`src/rtl/lo_sweep_ctrl_pkg.sv`:
```
// Shared FSM encoding, divide-code width and dwell-table constants for the LO sweep controller.
package lo_sweep_ctrl_pkg;

    localparam int CODE_W          = 3;
    localparam int DWELL_SEL_W     = 2;
    localparam int DWELL_CNT_W     = 10;
    localparam int DWELL_STEP_LOG2 = 2;   // each dwell_sel increment multiplies dwell by 4

    typedef logic [CODE_W-1:0]      code_t;
    typedef logic [DWELL_CNT_W-1:0] dwell_cnt_t;

    typedef enum logic [1:0] {
        ST_IDLE  = 2'd0,
        ST_SWEEP = 2'd1,
        ST_DONE  = 2'd2
    } state_t;

    // Terminal count of the dwell counter: 2^(base + 2*sel) - 1.
    function automatic dwell_cnt_t dwell_last(input int base_log2,
                                              input logic [DWELL_SEL_W-1:0] sel);
        int shift;
        shift = base_log2 + DWELL_STEP_LOG2 * int'(sel);
        return dwell_cnt_t'((64'd1 << shift) - 64'd1);
    endfunction

endpackage

```
`src/rtl/lo_sweep_ctrl_sync.sv`:
```
// Single-bit multi-flop synchroniser for asynchronous pins, cleared by rst_n.
module lo_sync #(
    parameter int STAGES = 2
) (
    input  logic clk,
    input  logic rst_n,
    input  logic d,
    output logic q
);

    logic [STAGES-1:0] sync_p;

    always_ff @(posedge clk or negedge rst_n) begin
        if (!rst_n) begin
            sync_p <= '0;
        end else begin
            sync_p <= {sync_p[STAGES-2:0], d};
        end
    end

    assign q = sync_p[STAGES-1];

endmodule

```
`src/rtl/lo_sweep_ctrl.sv`:
```
// LO divide-code sweep sequencer with manual override and external-LO freeze.
// Optional build macro LO_SWEEP_LOOP_EN: sweep wraps from last back to first until aborted.
module lo_sweep_ctrl
    import lo_sweep_ctrl_pkg::*;
#(
    parameter int SYNC_STAGES     = 2,
    parameter int DWELL_BASE_LOG2 = 4
) (
    input  logic                   clk,
    input  logic                   rst_n,
    input  logic                   sweep_mode,
    input  logic [CODE_W-1:0]      manual_setting,
    input  logic                   start,
    input  logic                   ext_req,
    input  logic [CODE_W-1:0]      sweep_first,
    input  logic [CODE_W-1:0]      sweep_last,
    input  logic [DWELL_SEL_W-1:0] dwell_sel,
    output logic [CODE_W-1:0]      int_lo_settings,
    output logic                   ext_lo_en,
    output logic                   busy,
    output logic                   step_strobe,
    output logic                   sweep_done
);

    logic start_s, ext_s, start_dly_q, start_edge;

    lo_sync #(.STAGES(SYNC_STAGES)) u_sync_start (
        .clk   (clk),
        .rst_n (rst_n),
        .d     (start),
        .q     (start_s)
    );

    lo_sync #(.STAGES(SYNC_STAGES)) u_sync_ext (
        .clk   (clk),
        .rst_n (rst_n),
        .d     (ext_req),
        .q     (ext_s)
    );

    assign start_edge = start_s & ~start_dly_q;

    state_t                   state_q, state_d;
    code_t                    code_q, code_d;
    code_t                    first_q, first_d, last_q, last_d;
    logic [DWELL_SEL_W-1:0]   sel_q, sel_d;
    dwell_cnt_t               cnt_q, cnt_d;
    logic                     strobe_q, strobe_d;
    logic                     dwell_end, ascending;

    assign dwell_end = (cnt_q == dwell_last(DWELL_BASE_LOG2, sel_q));
    assign ascending = (first_q < last_q);

    always_ff @(posedge clk or negedge rst_n) begin
        if (!rst_n) begin
            state_q     <= ST_IDLE;
            code_q      <= '0;
            first_q     <= '0;
            last_q      <= '0;
            sel_q       <= '0;
            cnt_q       <= '0;
            strobe_q    <= 1'b0;
            start_dly_q <= 1'b0;
            ext_lo_en   <= 1'b0;
        end else begin
            state_q     <= state_d;
            code_q      <= code_d;
            first_q     <= first_d;
            last_q      <= last_d;
            sel_q       <= sel_d;
            cnt_q       <= cnt_d;
            strobe_q    <= strobe_d;
            start_dly_q <= start_s;
            ext_lo_en   <= ext_s;
        end
    end

    always_comb begin
        state_d  = state_q;
        code_d   = code_q;
        first_d  = first_q;
        last_d   = last_q;
        sel_d    = sel_q;
        cnt_d    = cnt_q;
        strobe_d = 1'b0;

        case (state_q)
            ST_IDLE: begin
                code_d = manual_setting;
                if (start_edge && sweep_mode) begin
                    state_d = ST_SWEEP;
                    code_d  = sweep_first;
                    first_d = sweep_first;
                    last_d  = sweep_last;
                    sel_d   = dwell_sel;
                    cnt_d   = '0;
                end
            end
            ST_SWEEP: begin
                // Abort wins over freeze; freeze holds both code and dwell position.
                if (!sweep_mode) begin
                    state_d = ST_IDLE;
                end else if (!ext_lo_en) begin
                    if (!dwell_end) begin
                        cnt_d = cnt_q + 1'b1;
                    end else begin
                        cnt_d = '0;
                        if (code_q != last_q) begin
                            code_d   = ascending ? code_q + 1'b1 : code_q - 1'b1;
                            strobe_d = 1'b1;
                        end else begin
`ifdef LO_SWEEP_LOOP_EN
                            code_d   = first_q;
                            strobe_d = 1'b1;
`else
                            state_d  = ST_DONE;
`endif
                        end
                    end
                end
            end
            ST_DONE: begin
                state_d = ST_IDLE;
            end
            default: begin
                state_d = ST_IDLE;
            end
        endcase
    end

    assign int_lo_settings = code_q;
    assign busy            = (state_q == ST_SWEEP);
    assign sweep_done      = (state_q == ST_DONE);
    assign step_strobe     = strobe_q;

endmodule

```
`config.mk`:
```
export PLATFORM = sky130hd
export DESIGN_NAME = lo_sweep_ctrl
export DESIGN_NICKNAME = d
export VERILOG_FILES = /design/src/rtl/lo_sweep_ctrl_pkg.sv /design/src/rtl/lo_sweep_ctrl_sync.sv /design/src/rtl/lo_sweep_ctrl.sv
export SDC_FILE = /design/constraint.sdc
export NUM_CORES = 1
export LEC_CHECK = 0
export ABC_AREA = 1
export ABC_CLOCK_PERIOD_IN_PS = 5900
export CAP_MARGIN = 30
export CORE_MARGIN = 1.5
export CORE_UTILIZATION = 32
export CTS_CLUSTER_SIZE = 14
export DETAILED_ROUTE_END_ITERATION = 12
export MAX_ROUTING_LAYER = met4
export SLEW_MARGIN = 20
export SYNTH_ARGS = -nofsm -noshare
export SYNTH_HDL_FRONTEND = slang
export SYNTH_SLANG_ARGS = --single-unit
```
`constraint.sdc`:
```
create_clock -name clk -period 5.9 [get_ports clk]
set_input_delay 1.18 -clock clk [delete_from_list [all_inputs] [get_ports clk]]
set_output_delay 1.18 -clock clk [all_outputs]
set_load 0.1 [all_outputs]
```
==> flow_summary.ini <==
[routing]
vias = 1246
drc = 0
drt_iter0_drc = 101
dr.pass1.iters = 4
wirelength_um = 2980
wl_per_cell_um = 10.2
drtAntennaViolNets = 0
vias_per_cell = 4.27

[die]
die_y_um = 74.4
start_util_pct = 33.8
die_w_um = 74.4
io_pins = 23
core_um2 = 4820
row_count = 25
dieArea_um2 = 5530

[pwr]
clkPwrFrac_pct = 32.4
cellPowerDensity_nw_per_um2 = 289
comb_power_share_pct = 25.6
pwr-share-seq_pct = 42.0
power_uw = 589
switching_share_pct = 32.7
switching_power_uw = 193
p_leak_nw = 0.984
vdd_drop_max_mv = 0.166
intPower_uw = 397

[clock_tree]
cts-hold-fix-buffers = 0
clock_latency_ns = 0.28
cts_root_buffer = clkbuf_8
clock_path_buffers = 2
numCtsBuffers = 5
post_cts_resize_count = 0
clkSinkCount = 30
htreeDepth = 2
cts_tree = built
clkTransAtPathRegs_ns = 0.06
postCtsSetupBuffers = 0

[sta]
finClkSkew_ns = 0.00695
max-slew-margin-rel_pct = 35.5
final_hold_viol_count = 0
rsz0062_at_grt = false
final_max_slew_viol_count = 0
fmax_mhz = 292
holdWs_ns = 0.349
finalSetupViolations = 0
worst_pin_slew_ns = 0.965
finalCritPeriodShare_pct = 58.0
finalCriticalPeriod_ns = 3.42
tns_ns = 0

[outcome]
status = complete, no violations

[place]
routabilityCongestion = 0.788
dpl.cell_count = 284
io_buffers = 22
dpl.hpwl_um = 2280

[synth]
synth_edf_count = 0
yosysMostFrequentCell = nand2_1
yosys_warnings = 0
synthFlopType = dfrtp_1
yosysUniqueCellTypes = 29
synth_top_area_share_pct = 46.1
syn_nets = 217
synth_area_per_cell_um2 = 8.31
netlist_top_cells_area = dfrtp_1 (46%), nand2_1 (10%), inv_1 (5.8%), nor2_1 (5.5%), nand3_1 (4.0%)
ys_seq_area_share_pct = 46.1
ys_ff_latch = 30
synthCells = 196
synthArstFlopShare_pct = 100
synth_area_leader_cell = dfrtp_1
synth_area_um2 = 1630
synthTopCellsByCount = nand2_1 (45), dfrtp_1 (30), inv_1 (25), nor2_1 (24), nand3_1 (13)

[global_routing]
grt_usage_pct = 13.5
grt_max_degree = 31
antenna_found_initial = 0
grt_pass1_vias = 1188
grt_first_pass_wirelength_um = 5360
overflow = 0

[worst_setup_path]
cp_data_required_time_ns = 4.72
r2r-start = last_q[2]
crit_fanout = 6
crit_path_end_kind = primary output
cp-startpoint = state_q[1]
crit_path_start_kind = flip-flop
cp.arrival_ns = 2.24
critPathKind = flip-flop to primary output

[flow_run]
drv_cap = 0

[final_layout]
nNetsFinal = 245
diodes = 0
layoutNonFillerInstCount = 292
drive_gt1_share_pct = 13.8
syn_to_final_growth_pct = 25.0

[hold_path]
min_from = u_sync_start.sync_p[0]
min_path_type = flip-flop to flip-flop
per-layer routing:
layer	track usage [%]	share of wire, %
met3	3.66	3.6
met1	18.7	51
met4	6.06	2.0
met5	-	0
met2	18.2	43
critical path, stage by stage, from the launching register on:
cell             delay, ns
dfrtp_1               0.41
inv_2                 0.07
nand2_2               0.09
inv_1                 0.21
clkdlybuf4s50_1       1.18
power by group through the flow:
stage / Clock (mW) / Combinational [mW] / Sequential (mW)
3_5_place_dp: 0 / 0.151 / 0.252
3_3_place_gp: 0 / 0.151 / 0.251
4_1_cts: 0.198 / 0.152 / 0.248
5_1_grt: 0.206 / 0.171 / 0.252
6_report: 0.191 / 0.151 / 0.247
2_1_floorplan: 0 / 0.0778 / 0.280
path summary, 6_finish.rpt:
path,end,slack (ns),cells after the start
max in group asynchronous,first_q[0],4.34,2
min in group asynchronous,cnt_q[3],1.29,2
hold / removal,u_sync_start.sync_p[1],0.35,0
hold reg to reg,u_sync_start.sync_p[1],0.35,0
setup / recovery,busy,2.48,4
setup reg to reg,int_lo_settings[2],3.79,11
layout by cell type (no fill, tap or decap):
cell type,Yosys,layout
inv_2,2,2
ha_1,4,4
nand3_2,2,2
a21oi_1,6,6
a21o_1,1,1
clkdlybuf4s50_1,0,22
o21ai_0,8,8
nor2_1,24,24
nor2_4,1,1
nand2_2,7,7
buf_4,0,1
xnor2_1,2,2
nand2_1,45,45
nand4_1,1,1
a21oi_4,1,1
o21ai_2,1,1
nor2_8,1,1
xor2_1,6,6
inv_1,25,25
clkbuf_8,0,8
nor2_2,4,4
nand3_1,13,13
fa_1,1,1
o22ai_1,1,1
mux2_2,1,1
o211ai_1,1,1
nand2_4,1,1
dfrtp_1,30,30
nand4_2,1,1
nor3_1,4,4
metrics by stage:
stage	instance area, µm²	setup WS, ns	util, %
CTS	2040	2.46	42.3
detailed placement	1930	2.77	40.0
global route	2040	2.37	42.3
floorplan	1630	3.05	-
global placement	1930	2.78	40.0
finish	2040	2.48	42.3
registers in the layout, summed over array words and instances (netlist names):
register and cells:
ext_lo_en 1, state_q 2, start_dly_q 1, cnt_q 10, u_sync_start.sync_p 2, last_q 3, u_sync_ext.sync_p 2, int_lo_settings 3
sel_q 2, step_strobe 1, first_q 3
cells by family (layout without fill, tap and decap cells):
| logic type | Yosys count | after routing | share of synthesized area [%] |
|---|---|---|---|
| buffers and inverters | 29 | 58 | 7.14 |
| flip-flops | 30 | 30 | 46.1 |
| AO/OA/AOI/OAI | 19 | 19 | 7.14 |
| adder cells (fa/ha/maj) | 5 | 5 | 4.30 |
| multiplexers | 1 | 1 | 0.691 |
| XOR/XNOR | 8 | 8 | 4.30 |
| AND/OR/NAND/NOR | 104 | 104 | 30.3 |
area by class of cell:
cell class,instances,area [µm²]
multi-input cells,137,762
flip-flops and latches,30,751
inverters,27,101
clock buffers,8,110
fillers,494,2780
repair buffers,23,228
well taps,67,83.8
(Power assumes the default switching activity.)
